`config.mk`:
```
export PLATFORM = sky130hd
export DESIGN_NAME = hazard_unit
export DESIGN_NICKNAME = d
export VERILOG_FILES = /design/src/rtl/hazard_unit.sv
export SDC_FILE = /design/constraint.sdc
export NUM_CORES = 1
export LEC_CHECK = 0
export ABC_CLOCK_PERIOD_IN_PS = 3100
export CELL_PAD_IN_SITES_DETAIL_PLACEMENT = 2
export CELL_PAD_IN_SITES_GLOBAL_PLACEMENT = 2
export CORE_ASPECT_RATIO = 2
export CORE_MARGIN = 2
export CORE_UTILIZATION = 39
export CTS_CLUSTER_DIAMETER = 200
export CTS_CLUSTER_SIZE = 12
export DETAILED_ROUTE_END_ITERATION = 8
export DONT_BUFFER_PORTS = 1
export PLACE_DENSITY_LB_ADDON = 0.15
export SETUP_SLACK_MARGIN = 0.05
export SLEW_MARGIN = 20
export SYNTH_ARGS = -nofsm -noshare
export SYNTH_HDL_FRONTEND = slang
export SYNTH_SLANG_ARGS = --single-unit
```
`constraint.sdc`:
```
create_clock -name clock -period 3.1 [get_ports clock]
set_input_delay 0.62 -clock clock [delete_from_list [all_inputs] [get_ports clock]]
set_output_delay 0.62 -clock clock [all_outputs]
set_load 0.05 [all_outputs]
```
`src/rtl/hazard_unit.sv`:
```
// Hazard-resolution unit for the 5-stage MIPS pipeline: load-use stalls, branch
// squashes and data-memory wait states, plus a saturating stall-cycle counter.
module hazard_unit #(
  parameter int CNT_W = 16
) (
  input  logic             clock,
  input  logic             reset,
  input  logic             memReadIDEX,
  input  logic [4:0]       rtIDEX,
  input  logic [4:0]       rsIFID,
  input  logic [4:0]       rtIFID,
  input  logic             usesRtIFID,
  input  logic             branchTaken,
  input  logic             memBusy,
  output logic             pcWrite,
  output logic             ifidWrite,
  output logic             idexWrite,
  output logic             exmemWrite,
  output logic             ifidFlush,
  output logic             idexFlush,
  output logic [CNT_W-1:0] stallCycles,
  output logic [1:0]       hazState
);

  // state     | meaning
  // RUN       | normal flow, load-use detection active
  // LOADSTALL | bubble sits in ID/EX after a load-use stall, detection suppressed
  // FLUSH     | squashed instructions in the pipe, detection suppressed
  // MEMWAIT   | previous cycle held on memBusy; acts as RUN once memBusy drops
  typedef enum logic [1:0] {
    RUN       = 2'b00,
    LOADSTALL = 2'b01,
    FLUSH     = 2'b10,
    MEMWAIT   = 2'b11
  } haz_state_t;

  localparam logic [CNT_W-1:0] CNT_MAX = '1;

  haz_state_t       r_state;
  haz_state_t       w_state_nxt;
  logic [CNT_W-1:0] r_stall_cnt;
  logic             w_lu;
  logic             w_lu_en;

  assign w_lu = memReadIDEX && (rtIDEX != 5'd0) &&
                ((rtIDEX == rsIFID) || (usesRtIFID && (rtIDEX == rtIFID)));
  assign w_lu_en = (r_state == RUN) || (r_state == MEMWAIT);

  always_ff @(posedge clock or negedge reset) begin
    if (!reset) begin
      r_state <= RUN;
    end else begin
      r_state <= w_state_nxt;
    end
  end

  always_comb begin
    w_state_nxt = RUN;
    pcWrite     = 1'b1;
    ifidWrite   = 1'b1;
    idexWrite   = 1'b1;
    exmemWrite  = 1'b1;
    ifidFlush   = 1'b0;
    idexFlush   = 1'b0;
    if (!reset) begin
      // Hold the whole pipeline frozen and cleared while in reset.
      pcWrite    = 1'b0;
      ifidWrite  = 1'b0;
      idexWrite  = 1'b0;
      exmemWrite = 1'b0;
      ifidFlush  = 1'b1;
      idexFlush  = 1'b1;
    end else if (memBusy) begin
      pcWrite     = 1'b0;
      ifidWrite   = 1'b0;
      idexWrite   = 1'b0;
      exmemWrite  = 1'b0;
      w_state_nxt = MEMWAIT;
    end else if (branchTaken) begin
      ifidFlush   = 1'b1;
      idexFlush   = 1'b1;
      w_state_nxt = FLUSH;
    end else if (w_lu && w_lu_en) begin
      pcWrite     = 1'b0;
      ifidWrite   = 1'b0;
      idexFlush   = 1'b1;
      w_state_nxt = LOADSTALL;
    end
  end

  always_ff @(posedge clock or negedge reset) begin
    if (!reset) begin
      r_stall_cnt <= '0;
    end else if (!pcWrite && (r_stall_cnt != CNT_MAX)) begin
      r_stall_cnt <= r_stall_cnt + CNT_W'(1);
    end
  end

  assign stallCycles = r_stall_cnt;
  assign hazState    = r_state;

endmodule
```
==> flow_metrics.tcl <==
set metrics [dict create \
    required_ps 2480 \
    dieArea_um2 3120 \
    die_h_um 77.1 \
    finClkSkew_ps 2.12 \
    worstRegToRegCells 5 \
    cp_num_cells 4 \
    num_io_pins 45 \
    crit_buf_inv 1 \
    port_buffers 0 \
    grt_pass1_vias 896 \
    fin_nets 131 \
    path_cells "or3_1, o311a_1, a311oi_4, buf_4" \
    firstDrtPassIters 2 \
    ys_seq_elements 18 \
    crit_arrival_ps 2130 \
    power.static_leakage_nw 0.494 \
    hold_class "input port to asynchronous set/reset pin" \
    finalCriticalPeriod_ps 2750 \
    crit_family "compound AO/OA/AOI/OAI gates" \
    placed_cells 132 \
    grt_max_degree 21 \
    yosysSeqAreaShare_pct 43.3 \
    startpoint "rtIDEX[0]" \
    overflow 0 \
    p_int_w 0.000532 \
    drtAntennaViolNets 0 \
    drc 0 \
    drtIter0Drc 5 \
    final-instance-count-excl-fill 136 \
    slowest_delay_ps 400 \
    dr_wl_met2_mm 1.74 \
    core_region_area_um2 2540 \
    clkPwrFrac_pct 19.9 \
    period_share_pct 88.6 \
    syn_area_um2 1040 \
    p_per_area_nw_per_um2 809 \
    setup_viol 0 \
    cts.sinks 18 \
    hold_violations 0 \
    num_vias 769 \
    p_comb_share_pct 44.5 \
    status "completed" \
    viasPerCell 5.65 \
    gp_congestion 0.716 \
    clk_pin_slew_worst_paths_ps 70 \
    cts-root-buf "clkbuf_8" \
    drv_slew 0 \
    endpoint_kind "output pin" \
    grt_usage_pct 20.2 \
    wl_met3_um 159 \
    final_common_cell "xnor2_1" \
    ctsResizeCount 0 \
    r2r_setup_slack_ps 770 \
    fmax_mhz 364 \
    post-cts-setup-buffer-count 0 \
    numCtsBuffers 3 \
    tightest_slew_ps 608 \
    startpoint_type "input port" \
    avgSynthCellArea_um2 10.8 \
    slew_headroom_pct 59.5 \
    slowest_stage "a311oi_4" \
    placementRows 26 \
    antenna_found_initial 0 \
    synthCells 96 \
    clock_latency_ps 250 \
    rsz0062_at_grt "no" \
    cts_buffer_depth 2 \
    initial_utilization_pct 41.0 \
    diodes 0 \
    area.growth.synth_to_final_pct 14.3 \
    synth-warning-count 0 \
    syn_nets 118 \
    wl_met1_um 764 \
    p_sw_share_pct 44.7 \
    cts_tree "done" \
    wl_mm 2.70 \
    ys_types 26 \
    final_cell_mix "24 x xnor2_1, 18 x dfrtp_1, 11 x buf_4" \
    p_switching_w 0.000430 \
    top_layer_used "met4" \
    fin_setup_tns_ps 0 \
    h-tree-depth 1 \
    place_hpwl_mm 2.21 \
    crit_path_max_fanout 3 \
    crit_path_end "ifidWrite" \
    grt_first_pass_wirelength_mm 4.24 \
    drv_cap 0 \
    ir_drop_v 0.000499 \
    p_seq_share_pct 35.6 \
    wl_per_cell_um 19.9 \
    layout-drive-gt1-share_pct 22.2 \
    die_w_um 40.5 \
    r2r_end "stallCycles[1]" \
    reg2reg_from "hazState[1]" \
    crit_type "input port to output pin" \
    holdBufCountCts 0 \
]
==> per-stage QoR <==
step | setup slack (ps) | instance area [um^2] | power [W] | util (%) | hold WS, ps
global route | 276 | 1190 | 0.00101 | 46.9 | 39.3
CTS | 342 | 1190 | 0.000981 | 46.9 | 41.9
detailed placement | 348 | 1130 | 0.000783 | 44.7 | 325
floorplan | 88.3 | 1040 | 0.000662 | - | 324
finish | 355 | 1190 | 0.000962 | 46.9 | 51.5
global placement | 419 | 1130 | 0.000762 | 44.7 | 325
==> Yosys cell counts <==
cell type  number  area [um^2]
nand4_2         1         12.5
a31oi_4         1         21.3
and2_1          2         12.5
buf_6           1         11.3
and3_1          5         31.3
mux2i_1         1         10.0
nand3_1         3         15.0
xnor2_1        24          210
nand3_2         5         50.1
nor2_1          7         26.3
inv_1           2         7.51
a311oi_4        1         26.3
nand4_1         4         25.0
o21ai_0         1         5.00
o311a_1         1         10.0
xor2_1          1         8.76
dfrtp_1        18          450
buf_4           2         15.0
nand2b_1        2         12.5
a31oi_1         1         6.26
o22ai_1         1         6.26
mux2_1          1         11.3
nand2_1         8         30.0
o21bai_1        1         7.51
or3_1           1         6.26
ha_1            1         12.5
==> power groups by stage <==
stage	registers, W	logic (W)	clock network [W]
2_1_floorplan	0.000529	0.000133	0
3_3_place_gp	0.000343	0.000419	0
3_5_place_dp	0.000349	0.000434	0
4_1_cts	0.000345	0.000436	0.000200
5_1_grt	0.000349	0.000457	0.000207
6_report	0.000343	0.000428	0.000191
==> cell type report <==
class                   count  area [um^2]
well taps                  28         35.0
clock buffers               4         55.1
multi-input cells          73          559
inverters                   2         7.51
repair buffers             11         82.6
fillers                   278         1350
flip-flops and latches     18          450
==> state kept, by name, indices dropped and copies added, names as in the netlist <==
| name | count |
|---|---|
| stallCycles | 16 |
| hazState | 2 |
==> kinds of logic after synthesis <==
kind of cell / count (synthesis) / share of synthesized area (%)
xor+xnor: 25 / 21.0
compound gates: 7 / 7.93
simple gates: 38 / 21.3
flops: 18 / 43.3
mux: 2 / 2.04
fa+ha+maj: 1 / 1.20
buf+inv: 5 / 3.24
==> worst min path at each step <==
| stage | end | cells past startpoint | slack, ps |
|---|---|---|---|
| 2_1_floorplan | hazState[0] | 0 | 320 |
| 3_3_place_gp | stallCycles[0] | 0 | 320 |
| 3_5_place_dp | stallCycles[0] | 0 | 320 |
| 4_1_cts | stallCycles[1] | 0 | 40 |
| 5_1_grt | stallCycles[11] | 0 | 40 |
| 6_report | stallCycles[0] | 0 | 50 |
==> worst reg2reg max path, delay by kind of cell, from the launching register on <==
family | cells | cell delay, ps
compound gates | 3 | 950
flops | 1 | 570
mux | 1 | 380
xor+xnor | 1 | 310
==> metal layers <==
layer  vias to the layer above  track usage, %
li1                        347               -
met1                       382            17.4
met2                        36            38.6
met3                         4            3.18
met4                         0            9.00
met5                         -               0
Note: power is estimated with default switching activity, not from simulation.
